$ cat src/rtl/rs_pkg.sv
// Shared constants and entry record for the reservation station.
package rs_pkg;

    localparam int unsigned LABEL_NONE     = 0;
    localparam int unsigned DEF_DEPTH      = 4;
    localparam int unsigned DEF_LABEL_W    = 5;
    localparam int unsigned DEF_DATA_W     = 32;
    localparam int unsigned DEF_OP_W       = 4;
    localparam int unsigned DEF_BASE_LABEL = 1;

    typedef struct packed {
        logic                   busy;
        logic [DEF_OP_W-1:0]    op;
        logic [DEF_DATA_W-1:0]  vj;
        logic [DEF_LABEL_W-1:0] qj;
        logic [DEF_DATA_W-1:0]  vk;
        logic [DEF_LABEL_W-1:0] qk;
    } rs_entry_t;

endpackage

$ cat src/rtl/reservation_station_if.sv
// Issue, broadcast and functional-unit signals of the reservation station.
interface reservation_station_if #(
    parameter int unsigned DEPTH   = rs_pkg::DEF_DEPTH,
    parameter int unsigned LABEL_W = rs_pkg::DEF_LABEL_W,
    parameter int unsigned DATA_W  = rs_pkg::DEF_DATA_W,
    parameter int unsigned OP_W    = rs_pkg::DEF_OP_W
) ();

    localparam int unsigned CNT_W = $clog2(DEPTH + 1);

    logic               issue_valid;
    logic               issue_ready;
    logic [OP_W-1:0]    issue_op;
    logic [DATA_W-1:0]  issue_vj;
    logic [LABEL_W-1:0] issue_qj;
    logic [DATA_W-1:0]  issue_vk;
    logic [LABEL_W-1:0] issue_qk;
    logic [LABEL_W-1:0] issue_label;

    logic               BCEN;
    logic [LABEL_W-1:0] BClabel;
    logic [DATA_W-1:0]  BCdata;

    logic               fu_valid;
    logic               fu_ready;
    logic [OP_W-1:0]    fu_op;
    logic [DATA_W-1:0]  fu_vj;
    logic [DATA_W-1:0]  fu_vk;
    logic [LABEL_W-1:0] fu_label;

    logic [CNT_W-1:0]   busy_count;

    modport master (
        output issue_valid, issue_op, issue_vj, issue_qj, issue_vk, issue_qk,
        output BCEN, BClabel, BCdata, fu_ready,
        input  issue_ready, issue_label, fu_valid, fu_op, fu_vj, fu_vk, fu_label,
        input  busy_count
    );

    modport slave (
        input  issue_valid, issue_op, issue_vj, issue_qj, issue_vk, issue_qk,
        input  BCEN, BClabel, BCdata, fu_ready,
        output issue_ready, issue_label, fu_valid, fu_op, fu_vj, fu_vk, fu_label,
        output busy_count
    );

endinterface

$ cat src/rtl/rs_entry.sv
// One reservation-station slot: load with issue-time bypass, broadcast snoop, free on accept.
module rs_entry
    import rs_pkg::*;
#(
    parameter int unsigned LABEL_W = DEF_LABEL_W,
    parameter int unsigned DATA_W  = DEF_DATA_W,
    parameter int unsigned OP_W    = DEF_OP_W
) (
    input  logic               clk,
    input  logic               nRST,
    input  logic               i_load,
    input  logic               i_free,
    input  logic [OP_W-1:0]    i_op,
    input  logic [DATA_W-1:0]  i_vj,
    input  logic [LABEL_W-1:0] i_qj,
    input  logic [DATA_W-1:0]  i_vk,
    input  logic [LABEL_W-1:0] i_qk,
    input  logic               i_bcen,
    input  logic [LABEL_W-1:0] i_bclabel,
    input  logic [DATA_W-1:0]  i_bcdata,
    output logic               o_busy,
    output logic               o_ready,
    output logic [OP_W-1:0]    o_op,
    output logic [DATA_W-1:0]  o_vj,
    output logic [DATA_W-1:0]  o_vk
);

    logic               r_busy;
    logic [OP_W-1:0]    r_op;
    logic [DATA_W-1:0]  r_vj;
    logic [LABEL_W-1:0] r_qj;
    logic [DATA_W-1:0]  r_vk;
    logic [LABEL_W-1:0] r_qk;

    logic [LABEL_W-1:0] w_qj_src;
    logic [LABEL_W-1:0] w_qk_src;
    logic [DATA_W-1:0]  w_vj_src;
    logic [DATA_W-1:0]  w_vk_src;
    logic               w_bc_live;
    logic               w_hit_j;
    logic               w_hit_k;

    // Bypass and snoop share one match: the source is the issue bus when loading.
    assign w_qj_src  = i_load ? i_qj : r_qj;
    assign w_qk_src  = i_load ? i_qk : r_qk;
    assign w_vj_src  = i_load ? i_vj : r_vj;
    assign w_vk_src  = i_load ? i_vk : r_vk;
    assign w_bc_live = i_bcen && (i_bclabel != LABEL_W'(LABEL_NONE));
    assign w_hit_j   = w_bc_live && (w_qj_src == i_bclabel);
    assign w_hit_k   = w_bc_live && (w_qk_src == i_bclabel);

    always_ff @(posedge clk) begin
        if (!nRST) begin
            r_busy <= 1'b0;
            r_op   <= '0;
            r_vj   <= '0;
            r_qj   <= '0;
            r_vk   <= '0;
            r_qk   <= '0;
        end else begin
            r_busy <= i_load || (r_busy && !i_free);
            if (i_load || r_busy) begin
                r_op <= i_load ? i_op : r_op;
                r_vj <= w_hit_j ? i_bcdata : w_vj_src;
                r_qj <= w_hit_j ? LABEL_W'(LABEL_NONE) : w_qj_src;
                r_vk <= w_hit_k ? i_bcdata : w_vk_src;
                r_qk <= w_hit_k ? LABEL_W'(LABEL_NONE) : w_qk_src;
            end
        end
    end

    assign o_busy  = r_busy;
    assign o_ready = r_busy && (r_qj == LABEL_W'(LABEL_NONE)) && (r_qk == LABEL_W'(LABEL_NONE));
    assign o_op    = r_op;
    assign o_vj    = r_vj;
    assign o_vk    = r_vk;

endmodule

$ cat src/rtl/reservation_station.sv
// Tomasulo reservation station: free-slot and ready priority encoders plus the dispatch hold.
module reservation_station
    import rs_pkg::*;
#(
    parameter int unsigned DEPTH      = DEF_DEPTH,
    parameter int unsigned LABEL_W    = DEF_LABEL_W,
    parameter int unsigned DATA_W     = DEF_DATA_W,
    parameter int unsigned OP_W       = DEF_OP_W,
    parameter int unsigned BASE_LABEL = DEF_BASE_LABEL
) (
    input logic                  clk,
    input logic                  nRST,
    reservation_station_if.slave bus
);

    localparam int unsigned IDX_W = (DEPTH > 1) ? $clog2(DEPTH) : 1;
    localparam int unsigned CNT_W = $clog2(DEPTH + 1);

    logic [DEPTH-1:0]   w_busy;
    logic [DEPTH-1:0]   w_ready;
    logic [DEPTH-1:0]   w_load;
    logic [DEPTH-1:0]   w_free;
    logic [OP_W-1:0]    w_op [DEPTH];
    logic [DATA_W-1:0]  w_vj [DEPTH];
    logic [DATA_W-1:0]  w_vk [DEPTH];

    logic               w_any_free;
    logic               w_any_ready;
    logic [IDX_W-1:0]   w_free_idx;
    logic [IDX_W-1:0]   w_ready_idx;
    logic [IDX_W-1:0]   w_sel;
    logic               w_issue;
    logic               w_accept;

    logic               r_hold;
    logic [IDX_W-1:0]   r_hold_idx;
    logic [CNT_W-1:0]   r_count;

    for (genvar g = 0; g < DEPTH; g++) begin : g_entry
        rs_entry #(
            .LABEL_W (LABEL_W),
            .DATA_W  (DATA_W),
            .OP_W    (OP_W)
        ) u_entry (
            .clk       (clk),
            .nRST      (nRST),
            .i_load    (w_load[g]),
            .i_free    (w_free[g]),
            .i_op      (bus.issue_op),
            .i_vj      (bus.issue_vj),
            .i_qj      (bus.issue_qj),
            .i_vk      (bus.issue_vk),
            .i_qk      (bus.issue_qk),
            .i_bcen    (bus.BCEN),
            .i_bclabel (bus.BClabel),
            .i_bcdata  (bus.BCdata),
            .o_busy    (w_busy[g]),
            .o_ready   (w_ready[g]),
            .o_op      (w_op[g]),
            .o_vj      (w_vj[g]),
            .o_vk      (w_vk[g])
        );
    end

    // Scanning downward leaves the lowest matching index in each encoder.
    always_comb begin
        w_any_free  = 1'b0;
        w_free_idx  = '0;
        w_any_ready = 1'b0;
        w_ready_idx = '0;
        for (int i = DEPTH - 1; i >= 0; i--) begin
            if (!w_busy[i]) begin
                w_any_free = 1'b1;
                w_free_idx = IDX_W'(i);
            end
            if (w_ready[i]) begin
                w_any_ready = 1'b1;
                w_ready_idx = IDX_W'(i);
            end
        end
    end

    assign w_sel    = r_hold ? r_hold_idx : w_ready_idx;
    assign w_issue  = bus.issue_valid && w_any_free;
    assign w_accept = w_any_ready && bus.fu_ready;
    assign w_load   = w_issue ? (DEPTH'(1) << w_free_idx) : '0;
    assign w_free   = w_accept ? (DEPTH'(1) << w_sel) : '0;

    always_ff @(posedge clk) begin
        if (!nRST) begin
            r_hold     <= 1'b0;
            r_hold_idx <= '0;
        end else if (w_accept) begin
            r_hold     <= 1'b0;
        end else if (w_any_ready) begin
            r_hold     <= 1'b1;
            r_hold_idx <= w_sel;
        end
    end

    always_ff @(posedge clk) begin
        if (!nRST) begin
            r_count <= '0;
        end else begin
            unique case ({w_issue, w_accept})
                2'b10:   r_count <= r_count + CNT_W'(1);
                2'b01:   r_count <= r_count - CNT_W'(1);
                default: r_count <= r_count;
            endcase
        end
    end

    assign bus.issue_ready = w_any_free;
    assign bus.issue_label = LABEL_W'(BASE_LABEL) + LABEL_W'(w_free_idx);
    assign bus.fu_valid    = w_any_ready;
    assign bus.fu_op       = w_any_ready ? w_op[w_sel] : '0;
    assign bus.fu_vj       = w_any_ready ? w_vj[w_sel] : '0;
    assign bus.fu_vk       = w_any_ready ? w_vk[w_sel] : '0;
    assign bus.fu_label    = w_any_ready ? LABEL_W'(BASE_LABEL) + LABEL_W'(w_sel) : '0;
    assign bus.busy_count  = r_count;

endmodule

$ cat src/flat_wrapper.sv
// flat-port wrapper written by rule: the top's interface ports become plain ports
module reservation_station_flat import rs_pkg::*;
#(
    parameter int unsigned DEPTH      = DEF_DEPTH,
    parameter int unsigned LABEL_W    = DEF_LABEL_W,
    parameter int unsigned DATA_W     = DEF_DATA_W,
    parameter int unsigned OP_W       = DEF_OP_W,
    parameter int unsigned BASE_LABEL = DEF_BASE_LABEL
)
  (clk, nRST, bus_issue_valid, bus_issue_op, bus_issue_vj, bus_issue_qj, bus_issue_vk, bus_issue_qk, bus_BCEN, bus_BClabel, bus_BCdata, bus_fu_ready, bus_issue_ready, bus_issue_label, bus_fu_valid, bus_fu_op, bus_fu_vj, bus_fu_vk, bus_fu_label, bus_busy_count);
  reservation_station_if #(.DEPTH(DEPTH), .LABEL_W(LABEL_W), .DATA_W(DATA_W), .OP_W(OP_W)) bus_i ();
  input logic clk;
  input logic nRST;
  input wire logic [$bits(bus_i.issue_valid)-1:0] bus_issue_valid;
  input wire logic [$bits(bus_i.issue_op)-1:0] bus_issue_op;
  input wire logic [$bits(bus_i.issue_vj)-1:0] bus_issue_vj;
  input wire logic [$bits(bus_i.issue_qj)-1:0] bus_issue_qj;
  input wire logic [$bits(bus_i.issue_vk)-1:0] bus_issue_vk;
  input wire logic [$bits(bus_i.issue_qk)-1:0] bus_issue_qk;
  input wire logic [$bits(bus_i.BCEN)-1:0] bus_BCEN;
  input wire logic [$bits(bus_i.BClabel)-1:0] bus_BClabel;
  input wire logic [$bits(bus_i.BCdata)-1:0] bus_BCdata;
  input wire logic [$bits(bus_i.fu_ready)-1:0] bus_fu_ready;
  output wire logic [$bits(bus_i.issue_ready)-1:0] bus_issue_ready;
  output wire logic [$bits(bus_i.issue_label)-1:0] bus_issue_label;
  output wire logic [$bits(bus_i.fu_valid)-1:0] bus_fu_valid;
  output wire logic [$bits(bus_i.fu_op)-1:0] bus_fu_op;
  output wire logic [$bits(bus_i.fu_vj)-1:0] bus_fu_vj;
  output wire logic [$bits(bus_i.fu_vk)-1:0] bus_fu_vk;
  output wire logic [$bits(bus_i.fu_label)-1:0] bus_fu_label;
  output wire logic [$bits(bus_i.busy_count)-1:0] bus_busy_count;
  assign bus_i.issue_valid = bus_issue_valid;
  assign bus_i.issue_op = bus_issue_op;
  assign bus_i.issue_vj = bus_issue_vj;
  assign bus_i.issue_qj = bus_issue_qj;
  assign bus_i.issue_vk = bus_issue_vk;
  assign bus_i.issue_qk = bus_issue_qk;
  assign bus_i.BCEN = bus_BCEN;
  assign bus_i.BClabel = bus_BClabel;
  assign bus_i.BCdata = bus_BCdata;
  assign bus_i.fu_ready = bus_fu_ready;
  assign bus_issue_ready = bus_i.issue_ready;
  assign bus_issue_label = bus_i.issue_label;
  assign bus_fu_valid = bus_i.fu_valid;
  assign bus_fu_op = bus_i.fu_op;
  assign bus_fu_vj = bus_i.fu_vj;
  assign bus_fu_vk = bus_i.fu_vk;
  assign bus_fu_label = bus_i.fu_label;
  assign bus_busy_count = bus_i.busy_count;
  reservation_station #(.DEPTH(DEPTH), .LABEL_W(LABEL_W), .DATA_W(DATA_W), .OP_W(OP_W), .BASE_LABEL(BASE_LABEL)) u_core (.clk(clk), .nRST(nRST), .bus(bus_i));
endmodule
$ cat config.mk
export PLATFORM = sky130hd
export DESIGN_NAME = reservation_station_flat
export DESIGN_NICKNAME = d
export VERILOG_FILES = /design/src/rtl/rs_pkg.sv /design/src/rtl/reservation_station_if.sv /design/src/rtl/rs_entry.sv /design/src/rtl/reservation_station.sv /design/src/flat_wrapper.sv
export SDC_FILE = /design/constraint.sdc
export NUM_CORES = 1
export LEC_CHECK = 0
export BUFFER_PORTS_ARGS = -buffer_cell sky130_fd_sc_hd__clkbuf_2
export CAP_MARGIN = 20
export CORE_UTILIZATION = 40
export CTS_CLUSTER_DIAMETER = 50
export DETAILED_ROUTE_END_ITERATION = 10
export GPL_TIMING_DRIVEN = 1
export SLEW_MARGIN = 10
export SYNTH_ARGS = -nofsm -noshare
export SYNTH_HDL_FRONTEND = slang
export SYNTH_SLANG_ARGS = --single-unit
$ cat constraint.sdc
create_clock -name clk -period 9.2 [get_ports clk]
set_clock_uncertainty 0.15 [all_clocks]
set_input_delay 1.38 -clock clk [delete_from_list [all_inputs] [get_ports clk]]
set_output_delay 1.38 -clock clk [all_outputs]
set_load 0.05 [all_outputs]
* Yosys cells after proc, flatten, opt, wreduce, memory -nomap -nowiden
Cells that the tools add are included.
** Cells by class
- Add/sub/neg operators :: 4
- Mux-type cells :: 65
- Shift operators :: 2
- Equal/unequal tests :: 10
- Magnitude comparators :: 1
- Multiply operators :: 0
- Div/mod/pow operators :: 0
- Bitwise logic cells :: 3
- Reduce and logical (&&, ||, !) cells :: 67
** Operator list (count)
- $mux W32 :: 22
- $bmux W32 S2 :: 2
- $mux W5 :: 17
- $eq A5 B5 Y1 :: 8
- $logic_not A5 Y1 :: 8
- $reduce_and A2 Y1 :: 13
- $logic_and A1 B1 Y1 :: 23
- $mux W4 :: 5
- $mux W2 :: 9
- $reduce_bool A2 Y1 :: 9
- $bmux W4 S2 :: 1
- $logic_or A1 B1 Y1 :: 8
- $mux W1 :: 8
- $shl A1 B2 Y4 const A :: 2
- $add A1 B2 Y3 const A :: 2
- $pmux W3 S2 :: 1
- $reduce_bool A5 Y1 :: 1
- $logic_not A1 Y1 :: 4
- $add A3 B1 Y3 const B :: 1
- $ge A3 B3 Y1 const B :: 1
- $not A2 Y3 :: 1
- $sub A3 B1 Y3 const B :: 1
- $eq A2 B1 Y1 const B :: 1
- $eq A2 B2 Y1 const B :: 1
- 2 further kinds :: 3
** Word-level totals
- Memories kept :: 0
- Memory bits (writable) :: 0
- Bits in registers :: 322
- Bits in latches :: 0
- ROM bits :: 0
- Input bits :: 120

* Depth between registers and ports, before layout
- Word-level depth :: 13
- Gate-level depth with buffers :: 14

* Hierarchy
From an unflattened synthesis, not the netlist that was laid out.
** Second synthesis, totals
- Cells, all modules :: 2457
- Area total of the unflattened synthesis :: 21154.0 um^2
** By module, submodules not included
- rs_entry :: times used 4, area each 4520.6 um^2, seq. area each 1581.5 um^2, cells each 538
- reservation_station :: times used 1, area each 3071.7 um^2, seq. area each 120.1 um^2, cells each 305

* Worst setup path after synthesis
Ideal clock, no wire load.
- Kind :: flip-flop to output port
- Start point :: register u_core.g_entry[0].u_entry.r_busy
- End point :: output bus_fu_op[0]
- Data arrival time :: 2978 ps
- Cell stages (with the launch flop) :: 9
- Path slack :: 4692 ps
- Data required time :: 7670 ps
- Cells stage by stage :: dfxtp_1 buf_2 nor4b_1 nand3_1 nand4_1 nand2_1 clkbuf_1 clkbuf_1 o22ai_1
** RTL lines
- start, declared :: line rs_entry.sv:28 : logic r_busy;
- start signal, assigned :: line rs_entry.sv:61 : r_busy <= i_load || (r_busy && !i_free);
- $logic_and A1 B1 Y1 (2 in a row) :: line rs_entry.sv:73 : assign o_ready = r_busy && (r_qj == LABEL_W'(LABEL_NONE)) && (r_qk == LABEL_W'(LABEL_NONE));
- $mux W1 :: line reservation_station.sv:76 : if (w_ready[i]) begin
- net bus_fu_valid :: line flat_wrapper.sv:26 : output wire logic [$bits(bus_i.fu_valid)-1:0] bus_fu_valid;
- $mux W4 :: line reservation_station.sv:116 : assign bus.fu_op = w_any_ready ? w_op[w_sel] : '0;
- end, declared :: line flat_wrapper.sv:27 : output wire logic [$bits(bus_i.fu_op)-1:0] bus_fu_op;
The timed path passes the listed nets, and every way through them passes these cells. The select of a mux whose other input is x is not followed.

* Final worst setup path
- Start point :: register u_core.g_entry[2].u_entry.r_busy
- End point :: output bus_fu_vk[27]
** On the way
- Longest elaborated chain between the ends :: 11
** Ends and longest elaborated chain
- start, declared :: line rs_entry.sv:28
- start signal, assigned :: line rs_entry.sv:61
- $logic_and A1 B1 Y1 * (2 in a row) :: line rs_entry.sv:73
- $mux W2 (3 in a row) :: line reservation_station.sv:76
- $mux W2 :: line reservation_station.sv:83 : assign w_sel = r_hold ? r_hold_idx : w_ready_idx;
- $not A2 Y3 (not written as such) :: line reservation_station.sv:118 : assign bus.fu_vk = w_any_ready ? w_vk[w_sel] : '0;
- $bmux W32 S2 :: line reservation_station.sv:118
- $mux W32 (not written as such) (2 in a row) :: line reservation_station.sv:118
- $mux W32 * :: line reservation_station.sv:118
- end, declared :: line flat_wrapper.sv:29 : output wire logic [$bits(bus_i.fu_vk)-1:0] bus_fu_vk;
Every way passes the cells marked *; elsewhere a longest branch is shown, timed or not. The select of a mux whose other input is x is not followed.

==> results.tsv <==
metric	value	unit
Synth Register Bits	322	
Flop pwr share	39.4	%
cell-internal power	2.65	mW
initial antenna violation count	4	
final net count	2297	
final core occ	46.3	%
Initial DRC Count	1998	
peak supply drop	0.120	mV
CP endpoint kind	output pin	
DR vias	17829	
post-layout min period	5.80	ns
Max Cap Viol	0	
Die Area	45500	µm²
Bufs on Longest Clock Path	3	
Filler cells	4345	
area taken by multi-input logic gates	10300	µm²
combinational share of power	16.8	%
sw frac	30.8	%
synth top area cells	dfxtp_1 (36%), mux2i_1 (10%), o22ai_1 (4.5%)	
Post-Syn Area	17900	µm²
CTS buffer count	43	
WL final	69.3	mm
DP HPWL	42.2	mm
Top FF cell, synth	dfxtp_1	
largest net degree at the start of global routing	108	
# Post-CTS Setup Buffers	0	
antenna-violating nets left	0	
vias in the first global route	17041	
Remaining DRCs	0	
Num Clock Sinks	322	
clock root cell	clkbuf_16	
Critical Path RT	7.67	ns
net switching power	1.18	mW
Vias/cell	6.39	
synth unique cells	76	
Seq/Total Area, Yosys	36.1	%
global route total overflow	0	
Skew-Pair Late Insertion Delay	0.59	ns
worst rel slew slack	22.3	%
Initial Util	40.5	%
CP arrival	4.27	ns
TritonCTS clock tree	done	
H-tree levels	2	
Final Hold Violating Endpoints	0	
Post-synth EDFFs	0	
GRT Total Usage	29.9	%
RePlAce Congestion	0.932	
fin crit share	63.1	%
Pre-antenna DRT Iters	6	
Setup violations, final	0	
FP Rows	77	
Final Hold Slack	0.303	ns
run status	completed	
fin area	20400	µm²
total power	3.83	mW
worst hold path class	reg2reg	
cell count after synthesis	2128	
Clk pwr share	43.7	%
Yosys top cell by area	dfxtp_1	
die width	213	µm
post-synth top area share	36.1	%
first-pass GRT wire length	105	mm
PortBufs	198	
placed instance area	19000	µm²
core area	44100	µm²
PnR worst setup slack	3.40	ns
clock-pin slew of the registers on the worst-case setup and hold paths	0.06	ns
Post-synth ARST share	0	%
Worst Hold Depth	2	
fmax	172	MHz
critical path launch point type	flip-flop	
Leak	8.45	nW
Yosys warnings	0	
worst slack at placement	3.69	ns
critical path class	reg2out	
Worst-Margin Slew	1.17	ns
unrepaired setup endpoints after global routing	no	
Max Slew Vio Count	0	
Final Instance Count excl. Fillers	2792	
Area Growth Syn to Fin	14.3	%
layout cells sized above 1	18.6	%
Wirelength per Cell	24.8	µm
I/O pin total	203	
setup TNS	0	ns
PD cells	188	nW/µm²
Reg area	6450	µm²
synthesized area per cell	8.39	µm²
Die Ht	213	µm
Register-to-Register Path Depth	9	
crit-path max FO	42	
Placed Instances	2717	
cts repair resizes	0	
cts hold-fix bufs	0	
[flip-flops by register name, summed over array words and instances, names as in the netlist]
register                       count
u_core.g_entry.u_entry.o_vj      128
u_core.g_entry.u_entry.o_vk      128
u_core.g_entry.u_entry.r_qj       20
u_core.g_entry.u_entry.r_qk       20
u_core.g_entry.u_entry.o_op       16
u_core.g_entry.u_entry.o_busy      4
u_core.bus.busy_count              3
u_core.r_hold_idx                  2
u_core.r_hold                      1
[final timing paths]
check                                     from                                  to  slack, ns
max reg2reg   u_core.g_entry[0].u_entry.o_busy  u_core.g_entry[0].u_entry.o_vk[26]       4.92
max           u_core.g_entry[2].u_entry.o_busy                       bus_fu_vk[27]       3.40
min reg2reg  u_core.g_entry[3].u_entry.o_op[1]   u_core.g_entry[3].u_entry.o_op[1]       0.30
min          u_core.g_entry[3].u_entry.o_op[1]   u_core.g_entry[3].u_entry.o_op[1]       0.30
[logic make-up (layout without fill, tap and decap cells)]
family / after synthesis / in the layout / share of synthesized area (%)
buffers and inverters: 309 / 376 / 7.11
AND/OR/NAND/NOR: 563 / 563 / 14.6
other: 1 / 6 / 0.0210
flip-flops: 322 / 322 / 36.1
multiplexers: 181 / 181 / 10.2
XOR/XNOR: 33 / 33 / 1.62
AO/OA/AOI/OAI: 712 / 712 / 29.8
adder cells (fa/ha/maj): 7 / 7 / 0.533
[worst max-delay path, stage by stage, from the launching register on]
cell and delay, ns:
dfxtp_1 0.62, nor4b_1 0.46, and3_1 0.22, o21ai_0 0.10
a22oi_2 0.16, buf_4 0.45, buf_4 0.71, mux2i_1 0.17
o22ai_1 0.37, clkbuf_2 0.36
[cell usage after synthesis (15+ instances only)]
library cell / count
a211oi_1: 17
a21oi_1: 111
a221oi_1: 22
a31oi_1: 15
and2_1: 15
buf_1: 17
buf_2: 39
clkbuf_1: 178
dfxtp_1: 322
inv_1: 60
mux2i_1: 180
nand2_1: 189
nand2b_1: 20
nand3_1: 19
nor2_1: 187
nor3_1: 45
o2111a_1: 31
o21a_1: 26
o21ai_0: 54
o221a_2: 54
o221ai_1: 34
o22ai_1: 129
o31a_1: 31
o31ai_1: 87
o32ai_1: 31
or4_1: 30
xnor2_1: 27
[power by group through the flow]
stage	Sequential (mW)	Combinational (mW)	Clock, mW
after global routing	1.52	0.684	1.76
after detailed placement	1.54	0.632	0
after CTS	1.51	0.634	1.69
after floorplan	1.53	0.428	0
final	1.51	0.645	1.67
after global placement	1.54	0.620	0
[metal layers]
layer  share of wire, %  track usage [%]  routed length [µm]
met5              0.025                0                  17
met4                3.2             11.5                2210
met3                8.7             6.28                6060
met2                 46             46.6               31600
met1                 42             40.2               29400
[cell type report]
class                   count  area share [%]
diodes                      2          0.0245
clock buffers              54            5.72
clock inverters            19            1.10
inverters                  63            1.16
multi-input cells        1500            50.2
flip-flops and latches    322            31.6
well taps                 592            3.63
repair buffers            240            6.54
[placed cells by master (no fill, tap or decap), types with 43 or more instances in the layout]
| master | n |
|---|---|
| a21oi_1 | 111 |
| clkbuf_16 | 43 |
| clkbuf_2 | 197 |
| dfxtp_1 | 322 |
| inv_1 | 60 |
| mux2i_1 | 180 |
| nand2_1 | 186 |
| nor2_1 | 186 |
| nor3_1 | 44 |
| o21ai_0 | 53 |
| o221a_2 | 54 |
| o22ai_1 | 129 |
| o31ai_1 | 85 |
Power figures use the tool's default switching activity.
